<file path="config.mk">
export PLATFORM = sky130hd
export DESIGN_NAME = fpu_add_sub16
export DESIGN_NICKNAME = d
export VERILOG_FILES = /design/src/rtl/fpu_lib.sv /design/src/rtl/fp16_lzc.sv /design/src/rtl/fpu_add_sub16.sv
export SDC_FILE = /design/constraint.sdc
export NUM_CORES = 1
export LEC_CHECK = 0
export CAP_MARGIN = 20
export CORE_UTILIZATION = 50
export CTS_BUF_LIST = sky130_fd_sc_hd__clkbuf_16
export DETAILED_ROUTE_END_ITERATION = 10
export GPL_TIMING_DRIVEN = 1
export PLACE_DENSITY = 0.77
export SLEW_MARGIN = 20
export SYNTH_ARGS = -nofsm -noshare
export SYNTH_HDL_FRONTEND = slang
export SYNTH_SLANG_ARGS = --single-unit
</file>
<file path="constraint.sdc">
create_clock -name clk -period 0.95 [get_ports clk]
set_clock_uncertainty 0.1 [all_clocks]
set_input_delay 0.285 -clock clk [delete_from_list [all_inputs] [get_ports clk]]
set_output_delay 0.285 -clock clk [all_outputs]
set_load 0.05 [all_outputs]
</file>
<file path="src/rtl/fpu_lib.sv">
// Shared half-precision FPU types and constants.
// Pure declarations: no latency, no flow control.
package fpu_lib;

  localparam int          EXP_BIAS = 15;
  localparam int          EXP_MAX  = 31;
  localparam logic [15:0] QNAN16   = 16'h7E00;

  typedef struct packed {
    logic       sign;
    logic [4:0] exp;
    logic [9:0] frac;
  } fp16_t;

  typedef struct packed {
    logic z;
    logic c;
    logic n;
    logic v;
  } condCode_t;

  typedef struct packed {
    logic invalid;
    logic divByZero;
    logic overflow;
    logic underflow;
    logic inexact;
  } opStatusFlag_t;

  typedef enum logic [1:0] {
    FPU_ADD,
    FPU_SUB,
    FPU_MUL,
    FPU_DIV
  } fpuOp_t;

endpackage

</file>
<file path="src/rtl/fp16_lzc.sv">
// Leading-zero count of the 14-bit pre-normalization significand.
// Purely combinational; an all-zero input reports 14.
module fp16_lzc (
  input  logic [13:0] i_val,
  output logic [3:0]  o_cnt
);

  // Ascending scan: the highest set bit is the last one to write the count.
  always_comb begin
    o_cnt = 4'd14;
    for (int k = 0; k < 14; k++) begin
      if (i_val[k]) o_cnt = 4'(13 - k);
    end
  end

endmodule

</file>
<file path="src/rtl/fpu_add_sub16.sv">
// Registered binary16 add/sub with round-to-nearest-even, ZCNV codes and IEEE flags.
// One cycle latency, one operation per clock, no handshake or backpressure.
module fpu_add_sub16
  import fpu_lib::*;
(
  input  logic          clk,
  input  logic          rst,
  input  logic          sub,
  input  fp16_t         fpuIn1,
  input  fp16_t         fpuIn2,
  input  fpuOp_t        op,
  output fp16_t         fpuOut,
  output condCode_t     condCodes,
  output opStatusFlag_t opStatusFlags
);

  localparam logic [4:0] EXP_ONES = 5'(EXP_MAX);

  fp16_t         w_a, w_b, w_lg, w_sm, w_res;
  condCode_t     w_cc;
  opStatusFlag_t w_fl;
  logic          w_a_nan, w_b_nan, w_a_inf, w_b_inf, w_eff_add;
  logic [4:0]    w_el, w_es, w_diff, w_lim, w_sh;
  logic [13:0]   w_ext_l, w_ext_s, w_lost, w_aligned, w_norm;
  logic [14:0]   w_sum;
  logic [3:0]    w_lz;
  logic [6:0]    w_exp_n, w_exp_r;
  logic [11:0]   w_mant_r;
  logic [10:0]   w_mant_f;
  logic          w_rup, w_inexact, w_carry;
  logic          w_op_unused;

  fp16_t         r_out;
  condCode_t     r_cc;
  opStatusFlag_t r_fl;

  assign w_op_unused = ^op;

  // Operand decode, magnitude swap, alignment with G/R/S, significand add/sub.
  always_comb begin
    w_a      = fpuIn1;
    w_b      = fpuIn2;
    w_b.sign = fpuIn2.sign ^ sub;
    w_a_nan  = (w_a.exp == EXP_ONES) && (w_a.frac != '0);
    w_b_nan  = (w_b.exp == EXP_ONES) && (w_b.frac != '0);
    w_a_inf  = (w_a.exp == EXP_ONES) && (w_a.frac == '0);
    w_b_inf  = (w_b.exp == EXP_ONES) && (w_b.frac == '0);
    if (w_b[14:0] > w_a[14:0]) begin
      w_lg = w_b;
      w_sm = w_a;
    end else begin
      w_lg = w_a;
      w_sm = w_b;
    end
    w_el    = (w_lg.exp == '0) ? 5'd1 : w_lg.exp;
    w_es    = (w_sm.exp == '0) ? 5'd1 : w_sm.exp;
    w_diff  = w_el - w_es;
    w_ext_l = {(w_lg.exp != '0), w_lg.frac, 3'b000};
    w_ext_s = {(w_sm.exp != '0), w_sm.frac, 3'b000};
    w_lost  = '0;
    if (w_diff >= 5'd14) begin
      w_aligned = {13'd0, |w_ext_s};
    end else begin
      w_aligned    = w_ext_s >> w_diff;
      w_lost       = w_ext_s & ~(14'h3FFF << w_diff);
      w_aligned[0] = w_aligned[0] | (|w_lost);
    end
    w_eff_add = (w_lg.sign == w_sm.sign);
    w_sum     = w_eff_add ? ({1'b0, w_ext_l} + {1'b0, w_aligned})
                          : ({1'b0, w_ext_l} - {1'b0, w_aligned});
  end

  fp16_lzc u_lzc (
    .i_val (w_sum[13:0]),
    .o_cnt (w_lz)
  );

  // Normalize, round, then resolve specials in priority order.
  always_comb begin
    w_lim = w_el - 5'd1;
    w_sh  = ({1'b0, w_lz} > w_lim) ? w_lim : {1'b0, w_lz};
    if (w_sum[14]) begin
      w_norm  = {w_sum[14:2], w_sum[1] | w_sum[0]};
      w_exp_n = {2'b00, w_el} + 7'd1;
    end else begin
      w_norm  = w_sum[13:0] << w_sh;
      w_exp_n = {2'b00, w_el - w_sh};
    end
    w_inexact = |w_norm[2:0];
    w_rup     = w_norm[2] & (w_norm[3] | w_norm[1] | w_norm[0]);
    w_mant_r  = {1'b0, w_norm[13:3]} + {11'd0, w_rup};
    if (w_mant_r[11]) begin
      w_mant_f = w_mant_r[11:1];
      w_exp_r  = w_exp_n + 7'd1;
    end else begin
      w_mant_f = w_mant_r[10:0];
      w_exp_r  = w_exp_n;
    end
    w_carry = w_eff_add & w_sum[14];

    w_res = '0;
    w_cc  = '0;
    w_fl  = '0;
    if (w_a_nan || w_b_nan || (w_a_inf && w_b_inf && (w_a.sign != w_b.sign))) begin
      w_res        = QNAN16;
      w_fl.invalid = 1'b1;
      w_cc.v       = 1'b1;
    end else if (w_a_inf || w_b_inf) begin
      w_res  = w_a_inf ? w_a : w_b;
      w_cc.n = w_res.sign;
    end else if (w_sum == '0) begin
      w_res.sign = w_a.sign & w_b.sign;
      w_cc.z     = 1'b1;
      w_cc.n     = w_res.sign;
    end else if (w_exp_r >= 7'(EXP_MAX)) begin
      w_res         = {w_lg.sign, EXP_ONES, 10'd0};
      w_cc.c        = w_carry;
      w_cc.n        = w_lg.sign;
      w_cc.v        = 1'b1;
      w_fl.overflow = 1'b1;
      w_fl.inexact  = 1'b1;
    end else begin
      // A subnormal that rounds up to 0x400 picks up exponent field 1 here.
      w_res.sign     = w_lg.sign;
      w_res.exp      = w_mant_f[10] ? w_exp_r[4:0] : 5'd0;
      w_res.frac     = w_mant_f[9:0];
      w_cc.c         = w_carry;
      w_cc.n         = w_lg.sign;
      w_fl.underflow = (w_res.exp == '0) & w_inexact;
      w_fl.inexact   = w_inexact;
    end
  end

  always_ff @(posedge clk or posedge rst) begin
    if (rst) begin
      r_out <= '0;
      r_cc  <= '0;
      r_fl  <= '0;
    end else begin
      r_out <= w_res;
      r_cc  <= w_cc;
      r_fl  <= w_fl;
    end
  end

  assign fpuOut        = r_out;
  assign condCodes     = r_cc;
  assign opStatusFlags = r_fl;

endmodule

</file>
==> results of run 1 <==
-- synth_stat cells (18+ instances only) --
library cell,instances,share of area (%)
sky130_fd_sc_hd__ha_1,54,10
sky130_fd_sc_hd__dfrtp_1,23,8.7
sky130_fd_sc_hd__a211oi_1,22,2.5
sky130_fd_sc_hd__o211ai_1,23,2.6
sky130_fd_sc_hd__nand4_1,20,1.9
sky130_fd_sc_hd__nand2_1,93,5.3
sky130_fd_sc_hd__nor2_1,83,4.7
sky130_fd_sc_hd__o21ai_0,51,3.9
sky130_fd_sc_hd__and3_1,18,1.7
sky130_fd_sc_hd__clkbuf_1,24,1.4
sky130_fd_sc_hd__mux2i_1,31,4.7
sky130_fd_sc_hd__inv_1,52,2.9
sky130_fd_sc_hd__a21oi_1,60,4.5
sky130_fd_sc_hd__nor3_1,38,2.9
sky130_fd_sc_hd__nand3_1,45,3.4
-- repair_timing --
item | CTS
endpoints found under the setup margin | 47
resized for setup | 237
pin swaps | 99
buffers inserted | 62
-- layer usage --
layer | track usage (%) | GRT overflow
met3 | 64.1 | 1
met2 | 94.5 | 42
met5 | 14.8 | 0
met4 | 86.1 | 51
met1 | 77.2 | 1
-- kinds of logic after synthesis --
group | Yosys count | synth area share, %
mux | 44 | 7.75
simple gates | 389 | 30.4
xor+xnor | 22 | 2.91
compound gates | 298 | 32.6
fa+ha+maj | 59 | 11.4
flops | 23 | 8.70
buf+inv | 98 | 6.14
other cells | 1 | 0.0567
-- metrics by stage --
step	hold WS [ps]	cells	util, %	worst slack (ps)
after floorplan	185	934	-	-9490
after global placement	522	1511	85.6	-9940
after detailed placement	526	1511	85.6	-10330
after CTS	248	1576	93.7	-9280
==> results_tabular.tex, run 1 <==
\begin{tabular}{lr}
\hline
Metric & Value \\
\hline
\multicolumn{2}{l}{\textbf{Synthesis}} \\
\quad Number of synthesized flops with an enable pin & 0 \\
\quad Syn Inst Count & 934 \\
\quad Avg Synthesized Cell Area & 7.09 um\^{}2 \\
\quad Syn\_nets & 1028 \\
\quad Summed instance area of the synthesized netlist & 6620 um\^{}2 \\
\quad Warnings from Yosys & 0 \\
\quad Number of different library cells in the post-synthesis netlist & 97 \\
\quad Post-synthesis sequential area ratio & 8.70\% \\
\quad Total of flip-flops plus latches after synthesis & 23 \\
\quad Most instantiated flip-flop cell in the synthesis netlist & sky130\_fd\_sc\_hd\_\_dfrtp\_1 \\
\quad Proportion of register bits with asynchronous set or reset after synthesis & 100\% \\
\multicolumn{2}{l}{\textbf{Global route}} \\
\quad Global Route Usage Sum & 78.5\% \\
\quad Overflow left after global routing & 95 \\
\quad Via count of the first global-routing pass & 13700 \\
\quad Pin count of the biggest net entering global routing & 33 \\
\quad First-pass GRT wire length & 81.3 mm \\
\multicolumn{2}{l}{\textbf{CTS}} \\
\quad H-tree levels & 1 \\
\quad Buffer cell driving the clock tree root & sky130\_fd\_sc\_hd\_\_clkbuf\_16 \\
\quad Clk sinks & 23 \\
\quad Bufs on Longest Clock Path & 2 \\
\quad Cts bufs inserted & 3 \\
\quad Count of hold-fix buffers inserted at cts & 0 \\
\multicolumn{2}{l}{\textbf{Floorplan}} \\
\quad \# rows & 41 \\
\quad I/O Pins & 62 \\
\quad Starting density of the core & 51.8\% \\
\quad DIE HEIGHT & 117 um \\
\quad Floorplan die width & $\sim$120 um \\
\multicolumn{2}{l}{\textbf{Place}} \\
\quad HPWL reported at the end of detailed placement & 25.1 mm \\
\quad Final GP Congestion & approximately 0.97 \\
\quad Total of buffers placed on input and output ports & 58 \\
\quad Post-Place Cell Area & $\sim$11000 um\^{}2 \\
\multicolumn{2}{l}{\textbf{Outcome}} \\
\quad Error Message & [ERROR GRT-0116] Global routing finished with congestion. Check the congestion regions in the DRC Viewer. \\
\quad Status & stopped before the end \\
\quad Last stage reached & global routing \\
\hline
\end{tabular}
==> run 2, diff against run 1 <==
--- a/config.mk
+++ b/config.mk
@@ -6,11 +6,10 @@
 export NUM_CORES = 1
 export LEC_CHECK = 0
 export CAP_MARGIN = 20
-export CORE_UTILIZATION = 50
-export CTS_BUF_LIST = sky130_fd_sc_hd__clkbuf_16
+export CORE_UTILIZATION = 35
 export DETAILED_ROUTE_END_ITERATION = 10
 export GPL_TIMING_DRIVEN = 1
-export PLACE_DENSITY = 0.77
+export PLACE_DENSITY_LB_ADDON = 0.15
 export SLEW_MARGIN = 20
 export SYNTH_ARGS = -nofsm -noshare
 export SYNTH_HDL_FRONTEND = slang
==> run 2 against run 1 <==
Compared with the run above: the flow now finishes, with violations (negative setup slack); synthesized cell count stayed put; synthesized area unchanged.
==> results_tabular.tex, run 2 <==
\begin{tabular}{lr}
\hline
Metric & Value \\
\hline
\multicolumn{2}{l}{\textbf{Floorplan}} \\
\quad \# rows & 49 (was 41) \\
\quad Starting density of the core & 36.2\% (was 51.8\%) \\
\quad Total die area & around 19000 um\^{}2 \\
\quad Area of the core & 18300 um\^{}2 \\
\quad I/O Pins & 62 (unchanged) \\
\quad Floorplan die width & 140 um (was 117 um) \\
\quad DIE HEIGHT & 140 um (was 117 um) \\
\multicolumn{2}{l}{\textbf{Synthesis}} \\
\quad Leading cell type by number of instances after synthesis & sky130\_fd\_sc\_hd\_\_nand2\_1 (unchanged) \\
\quad Avg Synthesized Cell Area & 7.09 um\^{}2 (unchanged) \\
\quad Total of flip-flops plus latches after synthesis & 23 (unchanged) \\
\quad Proportion of register bits with asynchronous set or reset after synthesis & 100\% (unchanged) \\
\quad Post-synthesis sequential area ratio & 8.70\% (unchanged) \\
\quad Number of different library cells in the post-synthesis netlist & 97 (unchanged) \\
\quad Warnings from Yosys & 0 (unchanged) \\
\quad Syn Inst Count & 934 (unchanged) \\
\quad Proportion of netlist area held by the largest area contributor & 10.2\% (unchanged) \\
\quad Area leader, netlist & sky130\_fd\_sc\_hd\_\_ha\_1 (unchanged) \\
\quad Summed instance area of the synthesized netlist & 6620 um\^{}2 (unchanged) \\
\quad Cell types occupying the most area after synthesis & sky130\_fd\_sc\_hd\_\_ha\_1 (10\%), sky130\_fd\_sc\_hd\_\_dfrtp\_1 (8.7\%), sky130\_fd\_sc\_hd\_\_nand2\_1 (5.3\%) (unchanged) \\
\quad Most instantiated flip-flop cell in the synthesis netlist & sky130\_fd\_sc\_hd\_\_dfrtp\_1 (unchanged) \\
\quad List of most frequent post-synthesis cells & sky130\_fd\_sc\_hd\_\_nand2\_1 (93), sky130\_fd\_sc\_hd\_\_nor2\_1 (83), sky130\_fd\_sc\_hd\_\_a21oi\_1 (60) (unchanged) \\
\quad Number of synthesized flops with an enable pin & 0 (unchanged) \\
\quad Syn\_nets & 1028 (unchanged) \\
\multicolumn{2}{l}{\textbf{Routing}} \\
\quad Post-route ant nets & 0 \\
\quad Wirelength, routed & 29.9 mm \\
\quad Drt first pass iters & 6 \\
\quad WL/cell & 17.9 um \\
\quad Vias after detailed routing & around 9500 \\
\quad Count of unresolved DRC violations after routing & 0 \\
\quad Number of DRC markers in iteration 0 & 728 \\
\quad Via density & 5.68 \\
\multicolumn{2}{l}{\textbf{Outcome}} \\
\quad Violations in the final reports & negative setup slack \\
\quad Status & finished, violations left (was stopped before the end) \\
\multicolumn{2}{l}{\textbf{Cells and area}} \\
\quad Proportion of layout cells with a drive suffix above 1 & 57.4\% \\
\quad Flip-flop count of the largest register, all copies and words added & 15 \\
\quad Antenna diode count & 0 \\
\quad Fin area & about 13000 um\^{}2 \\
\quad Nets & 1530 \\
\quad Area Growth Syn to Fin & 92.9\% \\
\quad Commonest cells after routing, fill and taps aside & sky130\_fd\_sc\_hd\_\_buf\_4 (439), sky130\_fd\_sc\_hd\_\_nand2\_1 (83), sky130\_fd\_sc\_hd\_\_nor2\_1 (65) \\
\quad Most frequent standard cell in the layout excluding fill and tap cells & sky130\_fd\_sc\_hd\_\_buf\_4 \\
\multicolumn{2}{l}{\textbf{Timing}} \\
\quad Post-layout worst setup margin & -9210 ps \\
\quad Timing-limited maximum frequency & roughly 0.098 GHz \\
\quad Number of endpoints failing setup at the final stage & 47 \\
\quad Tightest Pin Transition & 765 ps \\
\quad Max Transition Viols Final & 0 \\
\quad Unrepaired setup endpoints after global routing & true \\
\quad Final worst path period share & 1070\% \\
\quad Worst rel slew slack & between 40\% and 50\% \\
\quad Post-layout min period & 10160 ps \\
\quad Hold Violations, Final & 0 \\
\multicolumn{2}{l}{\textbf{Global route}} \\
\quad Overflow left after global routing & 0 \\
\quad First-pass GRT wire length & 46.6 mm \\
\quad GR Util met3 & just under 3\% \\
\quad Gr busiest metal & met2 \\
\quad Pin count of the biggest net entering global routing & 33 \\
\quad Via count of the first global-routing pass & just over 9000 \\
\quad Met1 Track Usage GR & about two fifths \\
\quad Met2 Usage GRT & 51.6\% \\
\quad Initial antenna violation count & 0 \\
\quad Global Route Usage Sum & 29.7\% \\
\multicolumn{2}{l}{\textbf{Setup path}} \\
\quad Worst-path maximum fanout & 6 \\
\quad Crit-path slowest cell & sky130\_fd\_sc\_hd\_\_fa\_2 \\
\quad Critical path's most frequent cell & sky130\_fd\_sc\_hd\_\_buf\_4 \\
\quad Setup CP Type & primary input to register \\
\quad Endpoint class of the critical path & register \\
\quad Sort of element at the start of the critical path & primary input \\
\quad Max stage delay on crit path & approximately 410 ps \\
\quad Crit path required time & 990 ps \\
\quad Data arrival time at the worst-slack endpoint & slightly above 10000 ps \\
\multicolumn{2}{l}{\textbf{CTS}} \\
\quad Bufs on Longest Clock Path & 2 (unchanged) \\
\quad Clock-pin slew on the worst setup and hold paths & 60 ps \\
\quad Buffer cell driving the clock tree root & sky130\_fd\_sc\_hd\_\_clkbuf\_16 (unchanged) \\
\quad H-tree levels & 1 (unchanged) \\
\quad Clk sinks & 23 (unchanged) \\
\quad Clock tree from TritonCTS & done \\
\quad Cts bufs inserted & 3 (unchanged) \\
\multicolumn{2}{l}{\textbf{Min path}} \\
\quad Hold crit path type & primary input to asynchronous set/reset pin \\
\multicolumn{2}{l}{\textbf{Place}} \\
\quad Post-Place Cell Area & 11000 um\^{}2 (was 10900 um\^{}2) \\
\quad Worst setup slack before clock tree synthesis & -10180 ps (was -10330 ps) \\
\quad Final GP Congestion & 0.970 (was 0.966) \\
\quad HPWL reported at the end of detailed placement & 22.8 mm (was 25.1 mm) \\
\quad Total of buffers placed on input and output ports & 58 (unchanged) \\
\multicolumn{2}{l}{\textbf{Power}} \\
\quad Worst IR Drop VDD & 1970 uV \\
\quad Leakage dissipation & 0.00581 uW \\
\quad Pwr dens & 3450 nW/um\^{}2 \\
\multicolumn{2}{l}{\textbf{Job}} \\
\quad Maximum Capacitance Violations & 0 \\
\hline
\end{tabular}
[run 2: layout make-up]
cell class / count / area (um^2)
Timing Repair Buffer: 538 / 4570
Multi-Input combinational cell: 813 / 6950
Inverter: 57 / 285
Fill cell: 1430 / 5500
Sequential cell: 23 / 603
Tap cell: 229 / 287
Clock buffer: 4 / 78.8
[run 2: per-layer routing]
layer	part of all wire, %	wire (um)	vias up
li1	-	-	4546
met1	44	13200	4518
met3	5.0	1490	56
met5	0	0	-
met4	2.6	773	0
met2	48	14400	334
[run 2: cell families after synthesis]
family | count (synthesis) | synth area share, %
AND/OR/NAND/NOR | 389 | 30.4
AO/OA/AOI/OAI | 298 | 32.6
buffers and inverters | 98 | 6.14
adder cells (fa/ha/maj) | 59 | 11.4
multiplexers | 44 | 7.75
flip-flops | 23 | 8.70
XOR/XNOR | 22 | 2.91
other | 1 | 0.0567
[run 2: metrics by stage]
stage / TNS (ps) / instances / total power, uW / util, % / hold slack (ps)
finish: -198440 / 1664 / 44000 / 69.9 / 239
global placement: -211460 / 1571 / 34900 / 60.2 / 518
CTS: -193250 / 1641 / 39900 / 66.4 / 245
global route: -207590 / 1664 / 46500 / 69.9 / 255
floorplan: -195650 / 934 / 19700 / - / 185
detailed placement: -214750 / 1571 / 35100 / 60.2 / 527
[run 2: worst paths after layout]
kind	start	slack, ps	end	cells past startpoint
min in group clk	fpuIn1[15]	400	condCodes[1]	4
max in group asynchronous	rst	350	opStatusFlags[0]	3
setup / recovery	fpuIn1[0]	-9210	fpuOut[12]	58
hold / removal	rst	240	opStatusFlags[4]	3
[run 2: report_power, final]
part           total (uW)  internal, uW  switching (uW)  leakage [uW]
Sequential           1870          1540             327      0.000258
Combinational       41200         21100           20100       0.00551
Clock                 941           574             367     0.0000382
Total               44000         23200           20800       0.00581
[run 2: worst max-delay path, delay by kind of cell]
kind / cells / cell delay, ps
adder cells (fa/ha/maj): 6 / 1480
buffers and inverters: 11 / 1400
AND/OR/NAND/NOR: 15 / 2250
XOR/XNOR: 2 / 420
multiplexers: 1 / 130
AO/OA/AOI/OAI: 23 / 4170
[run 2: timing repair]
item	4_1_cts	5_1_grt
endpoints found under the setup margin	47	47
hold buffers	0	0
gates cloned	1	2
resized for setup	274	109
buffers inserted	68	22
pin swaps	119	88
(Power assumes the default switching activity.)
==> run 3, diff against run 2 <==
--- a/config.mk
+++ b/config.mk
@@ -6,6 +6,8 @@
 export NUM_CORES = 1
 export LEC_CHECK = 0
 export CAP_MARGIN = 20
+export CELL_PAD_IN_SITES_DETAIL_PLACEMENT = 1
+export CELL_PAD_IN_SITES_GLOBAL_PLACEMENT = 1
 export CORE_UTILIZATION = 35
 export DETAILED_ROUTE_END_ITERATION = 10
 export GPL_TIMING_DRIVEN = 1
==> run 3 against run 2 <==
Compared with the run above: the run now fails in global routing; synthesized area stayed put; synthesized cell count is the same.
==> results_tabular.tex, run 3 <==
\begin{tabular}{lr}
\hline
Metric & Value \\
\hline
\multicolumn{2}{l}{\textbf{Synthesis}} \\
\quad Leading cell type by number of instances after synthesis & sky130\_fd\_sc\_hd\_\_nand2\_1 (unchanged) \\
\quad Area leader, netlist & sky130\_fd\_sc\_hd\_\_ha\_1 (unchanged) \\
\quad Total of flip-flops plus latches after synthesis & 23 (unchanged) \\
\quad Most instantiated flip-flop cell in the synthesis netlist & sky130\_fd\_sc\_hd\_\_dfrtp\_1 (unchanged) \\
\quad Proportion of register bits with asynchronous set or reset after synthesis & 100\% (unchanged) \\
\quad Cell types occupying the most area after synthesis & sky130\_fd\_sc\_hd\_\_ha\_1 (10\%), sky130\_fd\_sc\_hd\_\_dfrtp\_1 (8.7\%), sky130\_fd\_sc\_hd\_\_nand2\_1 (5.3\%) (unchanged) \\
\quad List of most frequent post-synthesis cells & sky130\_fd\_sc\_hd\_\_nand2\_1 (93), sky130\_fd\_sc\_hd\_\_nor2\_1 (83), sky130\_fd\_sc\_hd\_\_a21oi\_1 (60) (unchanged) \\
\quad Syn Inst Count & 934 (unchanged) \\
\quad Proportion of netlist area held by the largest area contributor & 10.2\% (unchanged) \\
\quad Number of different library cells in the post-synthesis netlist & 97 (unchanged) \\
\quad Post-synthesis sequential area ratio & 8.70\% (unchanged) \\
\quad Syn\_nets & 1028 (unchanged) \\
\quad Summed instance area of the synthesized netlist & 6620 um\^{}2 (unchanged) \\
\quad Warnings from Yosys & 0 (unchanged) \\
\quad Number of synthesized flops with an enable pin & 0 (unchanged) \\
\quad Avg Synthesized Cell Area & 7.09 um\^{}2 (unchanged) \\
\multicolumn{2}{l}{\textbf{Global route}} \\
\quad Overflow left after global routing & 650 \\
\quad Pin count of the biggest net entering global routing & 31 \\
\quad Global Route Usage Sum & $\sim$90\% \\
\multicolumn{2}{l}{\textbf{Place}} \\
\quad Final GP Congestion & 0.937 (was 0.970) \\
\quad HPWL reported at the end of detailed placement & 29.8 mm (was 22.8 mm) \\
\quad Worst setup slack before clock tree synthesis & -10490 ps (was -10180 ps) \\
\quad Total of buffers placed on input and output ports & 58 (unchanged) \\
\multicolumn{2}{l}{\textbf{Outcome}} \\
\quad Last stage reached & global routing \\
\quad Status & stopped before the end (was finished, violations left) \\
\quad Error Message & [ERROR GRT-0232] Routing congestion too high. Check the congestion heatmap in the GUI. \\
\multicolumn{2}{l}{\textbf{Timing}} \\
\quad Worst-path end type & register input \\
\quad Endpoint with the least setup slack after the last global-route repair & opStatusFlags[1]\$\_DFF\_PP0\_/D \\
\multicolumn{2}{l}{\textbf{CTS}} \\
\quad Cts bufs inserted & 3 (unchanged) \\
\quad Bufs on Longest Clock Path & 2 (unchanged) \\
\quad H-tree levels & 1 (unchanged) \\
\quad Clk sinks & 23 (unchanged) \\
\quad Buffer cell driving the clock tree root & sky130\_fd\_sc\_hd\_\_clkbuf\_16 (unchanged) \\
\multicolumn{2}{l}{\textbf{Floorplan}} \\
\quad Starting density of the core & 36.2\% (unchanged) \\
\quad I/O Pins & 62 (unchanged) \\
\quad \# rows & 49 (unchanged) \\
\quad Floorplan die width & 140 um (unchanged) \\
\quad DIE HEIGHT & 140 um (unchanged) \\
\hline
\end{tabular}
[run 3: cell counts after synthesis]
Identical to the previous run, type by type.
[run 3: stage by stage]
step / instances / area [um^2]
CTS: 1639 / 12200
detailed placement: 1580 / 11100
global placement: 1580 / 11100
floorplan: 934 / 7240
[run 3: logic make-up after synthesis]
| family | count (synthesis) | synth area share [%] |
|---|---|---|
| AOI/OAI and AO/OA | 298 | 32.6 |
| and+or+nand+nor | 389 | 30.4 |
| xor gates and xnor gates | 22 | 2.91 |
| DFF | 23 | 8.70 |
| muxes | 44 | 7.75 |
| buffers and inverters | 98 | 6.14 |
| adders and majority gates | 59 | 11.4 |
| other | 1 | 0.0567 |
[run 3: timing repair]
item | CTS
pin swaps | 106
hold buffers | 0
setup endpoints to repair | 47
setup buffers | 55
resized for setup | 268
[run 3: per-layer routing]
layer	overflow	GRT usage [%]
met1	17	86.3
met4	218	101
met5	4	39.3
met2	390	107
met3	21	74.7
